File: src/rtl/lc3b_types.sv
// rtl/lc3b_types.sv - shared LC-3b word and cache-line types
package lc3b_types;
    typedef logic [15:0]  lc3b_word;
    typedef logic [127:0] lc3b_line;
endpackage

File: src/rtl/mem_arbiter.sv
// rtl/mem_arbiter.sv - I/D cache to physical memory arbiter, D-side priority
// Optional starvation guard enabled by defining ARB_STARVE_GUARD_EN.
module mem_arbiter
    import lc3b_types::*;
#(
    parameter int STARVE_LIMIT = 4
) (
    input  logic     clk,
    input  logic     rst,
    input  logic     icache_pmem_read,
    input  lc3b_word icache_pmem_address,
    output logic     icache_pmem_resp,
    output lc3b_line icache_pmem_rdata,
    input  logic     dcache_pmem_read,
    input  logic     dcache_pmem_write,
    input  lc3b_word dcache_pmem_address,
    input  lc3b_line dcache_pmem_wdata,
    output logic     dcache_pmem_resp,
    output lc3b_line dcache_pmem_rdata,
    output logic     pmem_read,
    output logic     pmem_write,
    output lc3b_word pmem_address,
    output lc3b_line pmem_wdata,
    input  logic     pmem_resp,
    input  lc3b_line pmem_rdata
);
    typedef enum logic [1:0] {IDLE, SERVE_I, SERVE_D} arb_state_e;

    if (STARVE_LIMIT < 1) begin : g_bad_limit
        $error("mem_arbiter: STARVE_LIMIT must be at least 1");
    end

    arb_state_e state_q, state_d;
    logic       i_req, d_req, starve_force;

`ifdef ARB_STARVE_GUARD_EN
    localparam int CW = $clog2(STARVE_LIMIT + 1);
    logic [CW-1:0] starve_q, starve_d;
    assign starve_force = (starve_q == CW'(STARVE_LIMIT));
`else
    assign starve_force = 1'b0;
`endif

    assign i_req = icache_pmem_read;
    assign d_req = dcache_pmem_read | dcache_pmem_write;

    always_comb begin
        state_d = state_q;
        unique case (state_q)
            IDLE: begin
                if (i_req && (!d_req || starve_force)) state_d = SERVE_I;
                else if (d_req)                        state_d = SERVE_D;
            end
            SERVE_I, SERVE_D: if (pmem_resp) state_d = IDLE;
            default: state_d = IDLE;
        endcase
    end

`ifdef ARB_STARVE_GUARD_EN
    // Counts consecutive contested D wins; never exceeds the limit since I wins there.
    always_comb begin
        starve_d = starve_q;
        if (state_q == IDLE && state_d == SERVE_I)      starve_d = '0;
        else if (state_q == IDLE && i_req && d_req)     starve_d = starve_q + 1'b1;
    end
`endif

    always_ff @(posedge clk) begin
        if (rst) begin
            state_q  <= IDLE;
`ifdef ARB_STARVE_GUARD_EN
            starve_q <= '0;
`endif
        end else begin
            state_q  <= state_d;
`ifdef ARB_STARVE_GUARD_EN
            starve_q <= starve_d;
`endif
        end
    end

    always_comb begin
        pmem_read        = 1'b0;
        pmem_write       = 1'b0;
        pmem_address     = dcache_pmem_address;
        pmem_wdata       = dcache_pmem_wdata;
        icache_pmem_resp = 1'b0;
        dcache_pmem_resp = 1'b0;
        unique case (state_q)
            SERVE_I: begin
                pmem_read        = 1'b1;
                pmem_address     = icache_pmem_address;
                icache_pmem_resp = pmem_resp;
            end
            SERVE_D: begin
                pmem_write       = dcache_pmem_write;
                pmem_read        = dcache_pmem_read & ~dcache_pmem_write;
                dcache_pmem_resp = pmem_resp;
            end
            default: ;
        endcase
    end

    assign icache_pmem_rdata = pmem_rdata;
    assign dcache_pmem_rdata = pmem_rdata;
endmodule
File: config.mk
export PLATFORM = sky130hd
export DESIGN_NAME = mem_arbiter
export DESIGN_NICKNAME = d
export VERILOG_FILES = /design/src/rtl/lc3b_types.sv /design/src/rtl/mem_arbiter.sv
export SDC_FILE = /design/constraint.sdc
export NUM_CORES = 1
export LEC_CHECK = 0
export BUFFER_PORTS_ARGS = -buffer_cell sky130_fd_sc_hd__buf_2
export CAP_MARGIN = 40
export CORE_AREA = 3 3 271 273
export DETAILED_ROUTE_END_ITERATION = 16
export DIE_AREA = 0 0 274 276
export SKIP_CTS_REPAIR_TIMING = 1
export SYNTH_ARGS = -nofsm -noshare
export SYNTH_HDL_FRONTEND = slang
export SYNTH_SLANG_ARGS = --single-unit
File: constraint.sdc
create_clock -name clk -period 1.34 [get_ports clk]
set_clock_uncertainty 0.15 [all_clocks]
set_input_delay 0.134 -clock clk [delete_from_list [all_inputs] [get_ports clk]]
set_output_delay 0.134 -clock clk [all_outputs]
set_load 0.01 [all_outputs]
==> summary.md <==
| Metric | Value |
|---|---|
| Outcome | `complete, but fails checks` |
| Violated checks | `negative setup slack` |
| Highest Clock Rate | `between 0.5 and 0.6 GHz` |
| CTS Buffer Depth | `2` |
| Die area | `0.0756 mm²` |
| Skew-Pair Late Insertion Delay | `roughly 220 ps` |
| Die X | `around 270 µm` |
| Max reg flops | `2` |
| RSZ-0062 raised after global routing | `yes` |
| Hold/Removal Path Class | `in -> reg` |
| Core Rows | `between 90 and 100` |
| Worst path required time | `1060 ps` |
| Post-layout min period | `1680 ps` |
| Cells after synthesis | `426` |
| Clock Root Buffer | `clkbuf_16` |
| Final Cycle Share | `125%` |
| Yosys reg bits | `2` |
| Final Util | `3.19%` |
| Drt total wl | `17.6 mm` |
| Worst setup path class | `reg -> out` |
| Critical Path Fanout Max | `6` |
| Via count | `about 1300` |
| Initial Util | `4.65%` |
| RePlAce Congestion | `0.743` |
| Syn Std Cell Area | `approximately 0.0033 mm²` |
| Die Ht | `276 µm` |
| Seq/Total Area, Yosys | `1.21%` |
| Vias per cell | `1.20` |
| Final count of pins violating max slew | `0` |
| I/O pin total | `698` |
| Initial antenna violation count | `4` |
| Fin Setup TNS | `-6020 ps` |
| DRT Pass-1 Iters | `4` |
| Tightest Pin Transition | `156 ps` |
| Final setup fails | `22` |
| Vias in the first global route | `1382` |
| CP startpoint kind | `flip-flop` |
| Post-synthesis average cell area | `about 7.8 µm²` |
| Lkg Pwr | `roughly 0.56 nW` |
| Detail Route Antenna Nets | `0` |
| Layout net count | `411` |
| Num CTS Buffers | `3` |
| Core ar. | `a little over 0.07 mm²` |
| Kind of end point of the critical path | `output port` |
| Arrival time worst endpoint | `1400 ps` |
| Clock transition at path regs | `roughly 30 ps` |
| CTS tree | `yes` |
| DRC Markers | `0` |
| Layout cells sized above 1 | `90.1%` |
| Fin worst setup slack | `-340 ps` |
| GRT Util Overall | `4.10%` |
| Regs by FF count | `state_q x2` |
| PwrDens | `between 400 and 500 mW/mm²` |
| Final Hold Viols | `0` |
| Worst IR Drop VDD | `roughly 740 µV` |
| Yosys cell types | `18` |
| Max Cap Viol | `0` |
| Synth warn | `0` |
| Syn Nets | `724` |
| IO buf count | `57` |
| # diodes | `0` |
| Largest net degree at the start of global routing | `10` |
| First-pass GRT wire length | `around 19 mm` |
| Total grt overflow | `0` |
| Slew margin rel. | `89.5%` |
| Biggest register | `state_q` |
| Detailed Place HPWL | `15.1 mm` |
| CTS sink count | `2` |
| Wire per inst | `between 15 and 20 µm` |
| 1st-iter DRT viols | `just over 50` |
| H-tree depth | `1` |
| Area grow syn2layout | `-31.3%` |
==> cell usage after synthesis (all sizes together) <==
cell    count  share of area, %
a21oi       3              0.45
nand3b      1              0.23
nor2b       2              0.38
nor3        1              0.15
and2        3              0.57
nand2       1              0.11
inv         2              0.23
o21a        1              0.23
o21ai       1              0.15
ha          4               1.5
nor2        2              0.23
mux2       16               6.6
buf       386                88
nand2b      1              0.19
dfxtp       2               1.2
==> cell type report <==
class | instances | area (µm²)
tap | 950 | 1190
multi-input combinational | 36 | 449
timing repair buffer | 68 | 514
sequential | 2 | 45.0
inverter | 2 | 7.51
clock buffer | 3 | 75.1
fill | 8537 | 69100
==> worst max-delay path, cell delays in order (launching register included) <==
cell	delay [ps]
dfxtp_2	310
inv_2	70
ha_4	210
buf_6	150
mux2_4	300
buf_6	130
==> per-stage QoR <==
stage / setup slack [ps] / hold slack (ps) / power, mW / instances / instance area (µm²)
2_1_floorplan: -26.7 / 45.7 / 1.43 / 426 / 3330
3_3_place_gp: -107 / 118 / 0.394 / 1052 / 1940
3_5_place_dp: -118 / 118 / 0.396 / 1052 / 1940
4_1_cts: -355 / -66.1 / 0.860 / 1055 / 2020
5_1_grt: -369 / 109 / 1.05 / 1061 / 2280
6_report: -340 / 99.7 / 1.00 / 1061 / 2280
==> worst paths after layout <==
check / from / to / slack [ps] / cells past startpoint
worst max register to register: state_q[1]$_SDFFE_PP0P_ / state_q[0]$_SDFFE_PP0P_ / -140 / 7
worst min register to register: state_q[1]$_SDFFE_PP0P_ / state_q[1]$_SDFFE_PP0P_ / 500 / 3
worst max-delay path: state_q[1]$_SDFFE_PP0P_ / pmem_address[15] / -340 / 5
worst min-delay path: icache_pmem_read / state_q[0]$_SDFFE_PP0P_ / 100 / 3
==> power breakdown <==
| part | total, mW | switching (mW) | internal (mW) |
|---|---|---|---|
| clock network | 0.455 | 0.0748 | 0.380 |
| logic | 0.474 | 0.185 | 0.289 |
| registers | 0.0743 | 0.00632 | 0.0680 |
==> cell families (layout without fill, tap and decap cells) <==
family	after synthesis	after routing	synth area share, %
buffers and inverters	388	73	88.0
multiplexers	16	16	6.56
adder cells (fa/ha/maj)	4	4	1.51
AO/OA/AOI/OAI	5	5	0.829
AND/OR/NAND/NOR	11	11	1.85
flip-flops	2	2	1.21
==> routing by layer <==
| metal | up-vias | wire length (µm) | track usage, % |
|---|---|---|---|
| li1 | 287 | - | - |
| met1 | 372 | 1840 | 1.22 |
| met4 | 0 | 3620 | 7.75 |
| met2 | 366 | 6490 | 5.28 |
| met3 | 243 | 5650 | 5.51 |
| met5 | - | 0 | 0 |
==> cells in the final DEF, fill, tap and decap left out <==
cell,instances
a21oi_2,1
buf_6,19
nor2b_1,1
nand3b_1,1
nor2_1,2
ha_4,4
nand2b_1,1
clkbuf_16,4
a21oi_1,2
dlygate4sd3_1,1
nor3_2,1
inv_2,2
dfxtp_4,1
buf_12,1
o21ai_1,1
buf_2,40
dfxtp_2,1
mux2_4,15
and2_4,3
nor2b_4,1
o21a_1,1
buf_4,6
mux2_2,1
nand2_1,1
No activity file was read; power rests on OpenSTA's default activity.
